$ cat config.mk
export PLATFORM = sky130hd
export DESIGN_NAME = display_serializer
export DESIGN_NICKNAME = d
export VERILOG_FILES = /design/src/rtl/display_serializer_pkg.sv /design/src/rtl/display_serializer_encoder.sv /design/src/rtl/display_serializer.sv
export SDC_FILE = /design/constraint.sdc
export NUM_CORES = 1
export LEC_CHECK = 0
export BUFFER_PORTS_ARGS = -buffer_cell sky130_fd_sc_hd__buf_4
export CAP_MARGIN = 10
export CORE_MARGIN = 2
export CORE_UTILIZATION = 60
export CTS_BUF_LIST = sky130_fd_sc_hd__clkbuf_4
export DETAILED_ROUTE_END_ITERATION = 12
export GPL_ROUTABILITY_DRIVEN = 0
export GPL_TIMING_DRIVEN = 0
export HOLD_SLACK_MARGIN = 0.08
export PLACE_DENSITY_LB_ADDON = 0.15
export SYNTH_ARGS = -nofsm -noshare
export SYNTH_HDL_FRONTEND = slang
export SYNTH_SLANG_ARGS = --single-unit
$ cat constraint.sdc
create_clock -name clk -period 4.26 [get_ports clk]
set_input_delay 0.852 -clock clk [delete_from_list [all_inputs] [get_ports clk]]
set_output_delay 0.852 -clock clk [all_outputs]
set_load 0.01 [all_outputs]
$ cat src/rtl/display_serializer_pkg.sv
// Shared segment codes, FSM state encoding and BCD to 7-segment lookup
// for the display serializer.
package display_serializer_pkg;

  localparam logic [7:0] SEG_0     = 8'hFC;
  localparam logic [7:0] SEG_1     = 8'h60;
  localparam logic [7:0] SEG_2     = 8'hDA;
  localparam logic [7:0] SEG_3     = 8'hF2;
  localparam logic [7:0] SEG_4     = 8'h66;
  localparam logic [7:0] SEG_5     = 8'hB6;
  localparam logic [7:0] SEG_6     = 8'hBE;
  localparam logic [7:0] SEG_7     = 8'hE0;
  localparam logic [7:0] SEG_8     = 8'hFE;
  localparam logic [7:0] SEG_9     = 8'hF6;
  localparam logic [7:0] SEG_DASH  = 8'h02;
  localparam logic [7:0] SEG_BLANK = 8'h00;

  typedef enum logic [2:0] {
    ST_IDLE,
    ST_LOAD,
    ST_SHIFT,
    ST_LATCH,
    ST_GAP
  } state_t;

  // Segment code {a,b,c,d,e,f,g,dp} with dp cleared; non-decimal codes show a dash.
  function automatic logic [7:0] bcd2seg(input logic [3:0] bcd);
    logic [7:0] seg;
    case (bcd)
      4'd0:    seg = SEG_0;
      4'd1:    seg = SEG_1;
      4'd2:    seg = SEG_2;
      4'd3:    seg = SEG_3;
      4'd4:    seg = SEG_4;
      4'd5:    seg = SEG_5;
      4'd6:    seg = SEG_6;
      4'd7:    seg = SEG_7;
      4'd8:    seg = SEG_8;
      4'd9:    seg = SEG_9;
      default: seg = SEG_DASH;
    endcase
    return seg;
  endfunction

endpackage

$ cat src/rtl/display_serializer_encoder.sv
// Combinational frame encoder: BCD digits plus decimal points to segment
// codes, with optional leading-zero blanking.
module seg_frame_encoder
  import display_serializer_pkg::*;
#(
  parameter int unsigned DIGITS = 4
) (
  input  logic [4*DIGITS-1:0] bcd_in,
  input  logic [DIGITS-1:0]   dp_in,
  input  logic                blank_lz,
  output logic [8*DIGITS-1:0] frame_c
);

  // Walk from the most significant digit; blanking stops at the first nonzero digit.
  always_comb begin
    logic lz;
    frame_c = '0;
    lz      = blank_lz;
    for (int i = int'(DIGITS) - 1; i >= 0; i--) begin
      if (lz && (i != 0) && (bcd_in[4*i +: 4] == 4'd0)) begin
        frame_c[8*i +: 8] = SEG_BLANK | {7'd0, dp_in[i]};
      end else begin
        lz                = 1'b0;
        frame_c[8*i +: 8] = bcd2seg(bcd_in[4*i +: 4]) | {7'd0, dp_in[i]};
      end
    end
  end

endmodule

$ cat src/rtl/display_serializer.sv
// Serial sender for a multi-digit 7-segment display: encodes a frame, shifts
// it out on sclk/sdata, pulses latch, then idles for a configurable gap.
module display_serializer
  import display_serializer_pkg::*;
#(
  parameter int unsigned DIGITS       = 4,
  parameter int unsigned CLK_DIV      = 50,
  parameter int unsigned GAP_BITS     = 3,
  parameter bit          LSB_FIRST    = 1'b1,
  parameter bit          AUTO_REFRESH = 1'b0
) (
  input  logic                clk,
  input  logic                rst,
  input  logic [4*DIGITS-1:0] bcd_in,
  input  logic [DIGITS-1:0]   dp_in,
  input  logic                blank_lz,
  input  logic                update_req,
  output logic                sclk,
  output logic                sdata,
  output logic                latch,
  output logic                busy,
  output logic                frame_done
);

  localparam int unsigned FRAME_BITS = 8 * DIGITS;
  localparam int unsigned DIV_MAX    = 2 * CLK_DIV - 1;
  localparam int unsigned DIV_W      = $clog2(DIV_MAX + 1);
  localparam int unsigned CNT_MAX    = ((FRAME_BITS > GAP_BITS) ? FRAME_BITS : GAP_BITS) - 1;
  localparam int unsigned CNT_W      = $clog2(CNT_MAX + 1);
  localparam int unsigned GAP_LAST   = (GAP_BITS == 0) ? 0 : GAP_BITS - 1;

  state_t                  state;
  logic [DIV_W-1:0]        div;
  logic [CNT_W-1:0]        bit_cnt;
  logic [FRAME_BITS-1:0]   shreg;
  logic                    pending;

  logic [FRAME_BITS-1:0]   frame_c;
  logic [FRAME_BITS-1:0]   shreg_nxt_c;
  logic                    first_bit_c;
  logic                    next_bit_c;
  logic                    div_end_c;
  logic                    req_c;
  logic                    again_c;

  seg_frame_encoder #(
    .DIGITS (DIGITS)
  ) u_encoder (
    .bcd_in   (bcd_in),
    .dp_in    (dp_in),
    .blank_lz (blank_lz),
    .frame_c  (frame_c)
  );

  assign shreg_nxt_c = LSB_FIRST ? (shreg >> 1) : (shreg << 1);
  assign first_bit_c = LSB_FIRST ? frame_c[0] : frame_c[FRAME_BITS-1];
  assign next_bit_c  = LSB_FIRST ? shreg_nxt_c[0] : shreg_nxt_c[FRAME_BITS-1];
  assign div_end_c   = (div == DIV_W'(DIV_MAX));
  assign req_c       = update_req && !AUTO_REFRESH;
  assign again_c     = AUTO_REFRESH || pending || update_req;

  // Frame sequencer, sclk divider, bit/gap counter and shift register.
  always_ff @(posedge clk) begin
    if (!rst) begin
      state      <= ST_IDLE;
      div        <= '0;
      bit_cnt    <= '0;
      shreg      <= '0;
      pending    <= 1'b0;
      sclk       <= 1'b0;
      sdata      <= 1'b0;
      latch      <= 1'b0;
      busy       <= 1'b0;
      frame_done <= 1'b0;
    end else begin
      frame_done <= 1'b0;
      case (state)
        ST_IDLE: begin
          sclk  <= 1'b0;
          sdata <= 1'b0;
          latch <= 1'b0;
          if (AUTO_REFRESH || update_req) begin
            state   <= ST_LOAD;
            busy    <= 1'b1;
            pending <= 1'b0;
          end else begin
            busy <= 1'b0;
          end
        end

        ST_LOAD: begin
          shreg   <= frame_c;
          sdata   <= first_bit_c;
          sclk    <= 1'b0;
          div     <= '0;
          bit_cnt <= '0;
          state   <= ST_SHIFT;
        end

        ST_SHIFT: begin
          if (req_c) pending <= 1'b1;
          if (div_end_c) begin
            div  <= '0;
            sclk <= 1'b0;
            if (bit_cnt == CNT_W'(FRAME_BITS - 1)) begin
              bit_cnt <= '0;
              sdata   <= 1'b0;
              latch   <= 1'b1;
              state   <= ST_LATCH;
            end else begin
              bit_cnt <= bit_cnt + CNT_W'(1);
              shreg   <= shreg_nxt_c;
              sdata   <= next_bit_c;
            end
          end else begin
            div  <= div + DIV_W'(1);
            sclk <= (div >= DIV_W'(CLK_DIV - 1));
          end
        end

        ST_LATCH: begin
          if (req_c) pending <= 1'b1;
          if (div == DIV_W'(DIV_MAX - 1)) frame_done <= 1'b1;
          if (div_end_c) begin
            div   <= '0;
            latch <= 1'b0;
            if (GAP_BITS != 0) begin
              state <= ST_GAP;
            end else if (again_c) begin
              state   <= ST_LOAD;
              pending <= 1'b0;
            end else begin
              state <= ST_IDLE;
              busy  <= 1'b0;
            end
          end else begin
            div <= div + DIV_W'(1);
          end
        end

        ST_GAP: begin
          if (req_c) pending <= 1'b1;
          if (div_end_c) begin
            div <= '0;
            if (bit_cnt == CNT_W'(GAP_LAST)) begin
              bit_cnt <= '0;
              if (again_c) begin
                state   <= ST_LOAD;
                pending <= 1'b0;
              end else begin
                state <= ST_IDLE;
                busy  <= 1'b0;
              end
            end else begin
              bit_cnt <= bit_cnt + CNT_W'(1);
            end
          end else begin
            div <= div + DIV_W'(1);
          end
        end

        default: state <= ST_IDLE;
      endcase
    end
  end

endmodule
Yosys cells after proc, flatten, opt, wreduce, memory -nomap -nowiden
Memory sizes are Yosys's and may differ from the RTL's. Cells that the tools add are included.

Add/subtract/negate cells: 2. Multipliers: 0. Divide/modulo/power cells: 0. $lt $le $gt $ge: 1. Equal/unequal tests: 16. Shift operators: 0. Mux-type cells: 47. Bitwise operators: 4. Reductions and logical operators: 27.

Operator list (number): 2-to-1 mux 32 bit (2); case mux 32 bit (2 select lines) (1); 2-to-1 mux 8 bit (6); bitwise OR 8 x 1 -> 8 bit (4); 2-to-1 mux 5 bit (4); 2-to-1 mux 1 bit (19); 2-to-1 mux 3 bit (6); != test 2 bit, second input constant (8); case mux 3 bit (5 select lines) (1); case mux 5 bit (3 select lines) (1); equality test 7 bit, second input constant (2); case mux 7 bit (2 select lines) (1); zero test 4 bit (3); nonzero test 3 bit (4); case mux 1 bit (3 select lines) (3); AND reduction 4 bit (2); nonzero test 2 bit (4); adder 7 x 1 -> 7 bit, second input constant (1); greater-or-equal comparator 7 x 6 -> 1 bit, second input constant (1); 2-to-1 mux 7 bit (1); equality test 3 x 2 -> 1 bit, second input constant (2); AND reduction 2 bit (3); AND reduction 3 bit (2); AND reduction 6 bit (1); other kinds (11) (15).

Flip-flop bits (word level): 53. Bits in latches: 0. RAM bits: 0. Bits in read-only memories: 448. Bits of input ports: 24. Output and inout bits: 5. Word-level logic and storage cells: 111. Memories: 4.

Memories: (name not given) (depth 16, width 7, read ports 1, clocked after Yosys merged registers in 0, wr ports 0, RTL line display_serializer_pkg.sv:29) `case (bcd)`; (name not given) (depth 16, width 7, read ports 1, clocked after Yosys merged registers in 0, wr ports 0, RTL line display_serializer_pkg.sv:29); (name not given) (depth 16, width 7, read ports 1, clocked after Yosys merged registers in 0, wr ports 0, RTL line display_serializer_pkg.sv:29); (name not given) (depth 16, width 7, read ports 1, clocked after Yosys merged registers in 0, wr ports 0, RTL line display_serializer_pkg.sv:29).

Longest topological paths before layout
Gate-level depths: netlist (run 1).

Word-level depth: 10. Depth in mapped cells: 10. Gate-level depth less buffers: 8.

Modules after synthesis
A second synthesis (run 1) with hierarchy kept.

Cell total of the unflattened synthesis: 458. Area total of the unflattened synthesis: 3876.2 um^2.

By module, submodules not included: display_serializer (instances 1, cells each 328, area each 2975.4 um^2, seq. area each 1041.0 um^2); seg_frame_encoder (instances 1, cells each 130, area each 900.9 um^2, seq. area each 0.0 um^2).

Least setup slack after synthesis (run 1)
No wires, ideal clock.

Path type: input-to-reg. Start: in bcd_in[13]. End: reg shreg[15]. Library setup time: 0.123 ns. Arrival: 2.160 ns. Required time: 4.137 ns. Slack: 1.978 ns. Stages: 7. Buffers on the path: 0. Path through: inv_1 -> ha_1 -> nand4bb_1 -> nor3_1 -> a31oi_1 -> a221oi_1 -> nor2_1.

Longest elaborated chain between the ends: 8.

Ends and longest elaborated chain: from (decl) (RTL line display_serializer.sv:14) `input logic [4*DIGITS-1:0] bcd_in,`; zero test 4 bit (*) (RTL line display_serializer_encoder.sv:20) `if (lz && (i != 0) && (bcd_in[4*i +: 4] == 4'd0)) begin`; logical AND 1 bit (*) (RTL line display_serializer_encoder.sv:20); 2-to-1 mux 1 bit (*) (RTL line display_serializer_encoder.sv:20); logical AND 1 bit (RTL line display_serializer_encoder.sv:20); 2-to-1 mux 1 bit (*) (RTL line display_serializer_encoder.sv:20); logical AND 1 bit (*) (RTL line display_serializer_encoder.sv:20); 2-to-1 mux 8 bit (*) (RTL line display_serializer_encoder.sv:20); case mux 32 bit (2 select lines) (*) (RTL line display_serializer.sv:77) `case (state)`; to (signal assigned) (RTL line display_serializer.sv:92) `shreg <= frame_c;`; to (signal assigned) (RTL line display_serializer.sv:112) `shreg <= shreg_nxt_c;`; to (decl) (RTL line display_serializer.sv:35) `logic [FRAME_BITS-1:0] shreg;`.

Every way passes the cells marked *; elsewhere a longest branch is shown, timed or not. A chain may end at the register's enable or synchronous reset.

Worst setup path in the final report (run 1)
Start: reg bit_cnt[0]. End: reg bit_cnt[2].

Longest elaborated chain between the ends: 4. Elaborated cells between the ends (all ways): 8. Classes of those cells: add/sub: 1; eq/ne: 2; mux: 5.

Ends and longest elaborated chain: from (decl) (RTL line display_serializer.sv:34) `logic [CNT_W-1:0] bit_cnt;`; from (signal assigned) (RTL line display_serializer.sv:111) `bit_cnt <= bit_cnt + CNT_W'(1);`; from (signal assigned) (RTL line display_serializer.sv:155) `bit_cnt <= bit_cnt + CNT_W'(1);`; adder 5 x 1 -> 5 bit (tied with other cells) (RTL line display_serializer.sv:111, display_serializer.sv:155); 2-to-1 mux 5 bit, on equally long branches (RTL line display_serializer.sv:145, display_serializer.sv:105); 2-to-1 mux 5 bit, on equally long branches (RTL line display_serializer.sv:143, display_serializer.sv:102); case mux 5 bit (3 select lines) (*) (RTL line display_serializer.sv:77).

Every way passes the cells marked *; elsewhere a longest branch is shown, timed or not. The select of a mux whose other input is x is not followed.

==> out/metrics.yaml, run 1 <==
place:
  dp_hpwl_mm: 5.974
  port_buffers: 23
global_routing:
  grtUsageTotal_pct: 28.02
  use_met3_pct: 5.204
  antenna_found_initial: 0
  gr-total-overflow: 0
  grt_max_degree: 17
  met2_usage_pct: 45.63
  grt.busiest_layer: "met2"
  met1_usage_pct: 38.14
  grt_pass1_wl_mm: 14.15
  grt_pass1_vias: 3022
floorplanning:
  row_count: 27
  core_area_mm2: 0.005540
  start_util_pct: 62.20
  die-area_mm2: 0.006365
  die_h_um: 79.78
  die_w_um: 79.78
  io_pins: 29
sta:
  fin_skew_ps: 11.37
  finalHoldViolCount: 0
  fmax_mhz: 394.5
  slew_viol_final: 0
  period_minus_slack_ps: 2535
  finalCritPeriodShare_pct: 59.51
  rsz0062_at_grt: "no"
  relSlewSlack_pct: 52.88
  finalSetupTns_ps: 0
  tightestPinTransition_ps: 703.7
  setup_viol: 0
cts:
  post_cts_resized: 0
  cts_htree_levels: 2
  hold_buffers: 0
  cts_made_buffers: 5
  clkSinkCount: 52
  cts.path.max_buffers: 2
  root_buffer: "clkbuf_4"
  cts.clk_slew.worst_paths_ps: 160
  tritoncts: "yes"
  cts_setup_buffers: 0
  clk_latency_ps: 400
job:
  max-cap-violations: 0
pwr:
  peakVddDrop_v: 0.0002294
  finalPower_mw: 1.357
  power.density_mw_per_mm2: 360.5
  leakagePower_nw: 1.553
yosys:
  ys_ff_latch: 52
  yosys.cell_count.top_type: "dfxtp_1"
  synth-edff-count: 0
  synth_area_leader_cell: "dfxtp_1"
  syn_inst: 425
  ys_top_cells_by_count: "dfxtp_1 (52), nand2_1 (36), o21ai_0 (28)"
  synth_area_leaders: "dfxtp_1 (30%), ha_1 (9.8%), o21ai_0 (4.1%), nand2_1 (3.9%), a21oi_1 (3.3%)"
  synthDistinctLibCells: 64
  ys_warn_count: 0
  synthesis.area_mm2: 0.003446
  synth-main-ff-cell: "dfxtp_1"
  synth_top_area_share_pct: 30.21
  synth_area_per_cell_um2: 8.108
  yosysSeqAreaShare_pct: 30.21
  syn-num-nets: 476
  async_reset_ff_share_pct: 0
worst_setup_path:
  r2r_start: "bit_cnt[0]"
  worstSetupEndpoint: "bit_cnt[2]"
  start_kind: "flip-flop"
  r2r_cells: 8
  ff2ff_setup_slack_ps: 1730
  cp.arrival_ps: 2830
  criticalPathCategory: "flip-flop to flip-flop"
  crit_fanout: 9
  cp-end-kind: "flip-flop"
  worst_ep_required_time_ps: 4560
  worstReg2RegEnd: "bit_cnt[2]"
  cp-startpoint: "bit_cnt[0]"
status:
  outcome: "finished clean"
finish:
  area_delta_synth_final_pct: 9.259
  drive_above_1_share_pct: 14.25
  n_antenna_cell: 0
  final_nets: 506
min_path:
  min_from: "shreg[2]"
  hold_path_class: "flip-flop to flip-flop"
detailed_routing:
  routed_wl_mm: 8.206
  firstDrtPassIters: 5
  vias: 3263
  initialDrtViolationCount: 239
  drc_errors: 0
  final_antenna_net_count: 0
  post_drt_wl_per_cell_um: 15.54
  vias_per_cell: 6.180
==> cell type report <==
cell class	count	area, µm²
multi-input combinational	318	2142
timing repair buffer	23	172.7
clock inverter	3	18.77
clock buffer	5	37.54
tap	72	90.09
buffer	32	176.4
inverter	23	86.33
sequential	52	1041
fill	518	1775
==> cells in the final DEF, fill, tap and decap left out, types with 4 or more instances in the layout <==
cell,netlist,layout
nand2_1,36,36
inv_1,23,23
clkbuf_1,14,14
a21o_1,4,4
clkbuf_4,0,5
a22oi_1,5,5
o211a_1,6,6
a21oi_1,23,23
o221ai_1,4,4
o21ai_0,28,28
and3_1,5,5
buf_4,2,25
a21boi_0,8,8
and2_1,5,5
dfxtp_1,52,52
buf_2,8,8
o31ai_1,7,7
o21ai_1,10,10
o311ai_0,5,5
nand3_1,20,20
a31oi_1,10,10
o21ai_2,7,7
nor3_1,6,6
buf_1,4,4
o22ai_1,4,4
nor2b_1,10,10
ha_1,27,27
or3_1,4,4
nand2b_1,8,8
nor2_1,23,23
o211ai_1,4,4
==> critical path, stage by stage, from the launching register on <==
cell	delay (ps)
dfxtp_1	380
ha_1	230
and3_1	180
ha_1	180
clkbuf_1	240
a2bb2oi_1	230
nor3b_1	470
nand2_1	190
o311ai_0	340
==> how the worst min path moves through the flow <==
stage / slack [ps] / endpoint / cells past startpoint
after floorplan: 430 / shreg[4] / 2
after global placement: 440 / shreg[4] / 2
after detailed placement: 450 / shreg[4] / 2
after CTS: 470 / shreg[4] / 2
after global routing: 490 / shreg[25] / 2
final: 470 / shreg[2] / 2
==> power by group <==
group	switching (mW)	internal, mW
sequential	0.0517	0.574
combinational	0.299	0.203
clock	0.166	0.0638
total	0.517	0.841
==> logic make-up (layout without fill, tap and decap cells) <==
group,count (synthesis),count (layout),share of synthesized area [%]
compound gates,150,150,30.36
xor+xnor,3,3,0.7627
fa+ha+maj,27,27,9.804
buf+inv,55,86,7.625
flops,52,52,30.21
mux,3,3,0.9078
simple gates,135,135,20.33
==> sequential cells by signal, summed over array words and instances, names as in the netlist <==
signal      flops
latch           1
sdata           1
div             7
frame_done      1
shreg          31
state           3
pending         1
sclk            1
bit_cnt         5
busy            1
==> routing by layer <==
layer / up-vias / routed length [µm]
met5: - / 0
met4: 0 / 70
met3: 8 / 382
met2: 87 / 3889
met1: 1571 / 3863
li1: 1597 / -
==> stage by stage <==
step | hold slack (ps) | std cells | setup slack, ps | cell area [µm²] | util [%]
global route | 492.7 | 528 | 1486 | 3765 | 67.95
detailed placement | 452.3 | 520 | 1507 | 3709 | 66.94
global placement | 439.4 | 520 | 1536 | 3709 | 66.94
finish | 467.6 | 528 | 1725 | 3765 | 67.95
CTS | 471.6 | 528 | 1753 | 3765 | 67.95
floorplan | 430.9 | 425 | 1978 | 3446 | -
Power figures use the tool's default switching activity.
==> run 2: changes to the inputs <==
ABC_AREA = 1   (was default)
CORE_UTILIZATION = 56   (was 60)
clock period = 2.25 ns   (was 4.26 ns; I/O delays follow)
==> run 2 against run 1 <==
  * Clock skew shrank 5.4 ps
  * Worst setup slack lost 1500 ps
  * Utilization fell by 3.3 points
==> out/metrics.yaml, run 2 <==
finish:
  largest_register: "shreg"
  drive_above_1_share_pct: 10.20
  final_nets: 648
  most-common-layout-cells: "nand2_1 (157), nor2_1 (107), inv_1 (70), dfxtp_1 (52), o21ai_0 (47)"
  mostFrequentLayoutCell: "nand2_1"
  area_delta_synth_final_pct: 11.15
  largest_reg_flops: 31
  reg_top3: "shreg x31, div x7, bit_cnt x5"
  n_antenna_cell: 0
detailed_routing:
  routed_wl_mm: 7.944
  post_drt_wl_per_cell_um: 11.80
  vias: 3463
  initialDrtViolationCount: 223
  drc_errors: 0
  final_antenna_net_count: 0
  vias_per_cell: 5.146
  firstDrtPassIters: 6
cts:
  clkSinkCount: 52
  cts_htree_levels: 2
  tritoncts: "yes"
  cts.path.max_buffers: 2
  cts.clk_slew.worst_paths_ps: 160
  hold_buffers: 0
  cts_setup_buffers: 0
  cts_made_buffers: 5
  root_buffer: "clkbuf_4"
  clk_latency_ps: 390
  post_cts_resized: 0
worst_setup_path:
  worst_ep_required_time_ps: 2560
  criticalPathCategory: "flip-flop to flip-flop"
  cpPeakStageDelay_ps: 420
  path_cells: "ha_1 > and3_1 > ha_1 > inv_1 > o21ai_2 > inv_2 > nand2_4 > buf_2 > nand2_1 > nand2_1 > nor2_1"
  cp-end-kind: "flip-flop"
  crit_slowest_cell: "dfxtp_1"
  cp.arrival_ps: 2310
  start_kind: "flip-flop"
  crit_fanout: 10
pwr:
  peakVddDrop_v: 0.0005442
  leakagePower_nw: 1.963
  power.density_mw_per_mm2: 998.9
floorplanning:
  die_w_um: 82.43
  start_util_pct: 58.18
  row_count: 28
  io_pins: 29
  die-area_mm2: 0.006795
  die_h_um: 82.43
  core_area_mm2: 0.005921
job:
  max-cap-violations: 0
place:
  port_buffers: 28
  dp_hpwl_mm: 6.007
  post-place-ws_ps: 278.2
global_routing:
  grtUsageTotal_pct: 24.09
  antenna_found_initial: 0
  gr-total-overflow: 0
  grt_pass1_vias: 2978
  grt_pass1_wl_mm: 12.84
  grt_max_degree: 17
yosys:
  syn-num-nets: 613
  synth-main-ff-cell: "dfxtp_1"
  syn_inst: 562
  async_reset_ff_share_pct: 0
  yosysSeqAreaShare_pct: 30.22
  synthDistinctLibCells: 29
  yosys.cell_count.top_type: "nand2_1"
  synth-edff-count: 0
  synthesis.area_mm2: 0.003445
  synth_area_leaders: "dfxtp_1 (30%), nand2_1 (17%), nor2_1 (12%), ha_1 (9.8%), inv_1 (7.6%)"
  ys_warn_count: 0
  ys_ff_latch: 52
  synth_area_per_cell_um2: 6.129
  synth_area_leader_cell: "dfxtp_1"
  synth_top_area_share_pct: 30.22
  ys_top_cells_by_count: "nand2_1 (157), nor2_1 (107), inv_1 (70)"
min_path:
  hold_path_class: "input pin to flip-flop"
sta:
  fmax_mhz: 499.4
  setup_viol: 0
  fin_skew_ps: 5.937
  relSlewSlack_pct: 64.36
  slew_viol_final: 0
  finalCritPeriodShare_pct: 89.00
  period_minus_slack_ps: 2003
  finalHoldViolCount: 0
  tightestPinTransition_ps: 534.6
  fin_ws_ps: 247.5
  rsz0062_at_grt: "no"
  finalSetupTns_ps: 0
status:
  outcome: "finished clean"
## run 2: changes by cell type in the layout (fill, tap and decap cells not counted), sizes merged, moves of 9 or more
cell	delta
inv	+52
a31oi	-9
a21boi	-13
nor2b	-10
nand2	+124
nor2	+86
## run 2: cells by family after synthesis
family / after synthesis / synth area share (%)
and+or+nand+nor: 309 / 36.51
buffers and inverters: 90 / 10.46
xor gates and xnor gates: 3 / 0.7629
adders and majority gates: 27 / 9.807
DFF: 52 / 30.22
AOI/OAI and AO/OA: 81 / 12.24
## run 2: worst max-delay path, delay by kind of cell, from the launching register on
kind	cells	cell delay [ps]
compound gates	1	230
fa+ha+maj	2	370
buf+inv	3	420
flops	1	420
simple gates	5	490
## run 2: per-layer routing
layer	up-vias	GRT usage [%]	wire length [µm]
met1	1561	30.09	3667
met2	80	43.63	3850
met5	-	0	0
met3	11	3.478	339
met4	0	5.167	87
li1	1811	-	-
## run 2: power breakdown
group / total (mW) / internal, mW / switching, mW / leakage, nW
combinational: 1.95 / 0.674 / 1.27 / 1.50
sequential: 1.32 / 1.16 / 0.152 / 0.426
clock: 0.561 / 0.232 / 0.328 / 0.0412
## run 2: stage by stage
step / util, % / cells / total power [mW] / cell area [µm²] / hold slack [ps]
detailed placement: 63.31 / 665 / 3.263 / 3749 / 456.0
global route: 64.67 / 673 / 4.159 / 3829 / 356.6
global placement: 63.31 / 665 / 3.192 / 3749 / 452.2
floorplan: - / 562 / 2.796 / 3445 / 443.6
CTS: 64.67 / 673 / 3.814 / 3829 / 342.6
finish: 64.67 / 673 / 3.824 / 3829 / 357.6
## run 2: cell type report
class	instances	area, µm²
Fill cell	570	2092
Multi-Input combinational cell	420	2043
Sequential cell	52	1041
Inverter	75	281.5
Timing Repair Buffer	28	210.2
Tap cell	75	93.84
Buffer	15	78.83
Clock inverter	3	42.54
Clock buffer	5	37.54
## run 2: worst paths after layout
check | slack [ps] | depth (start not counted) | endpoint | start
setup / recovery | 250 | 11 | shreg[13] | bit_cnt[1]
hold / removal | 360 | 3 | busy | update_req
setup reg to reg | 250 | 11 | shreg[13] | bit_cnt[1]
hold reg to reg | 480 | 2 | shreg[7] | shreg[7]
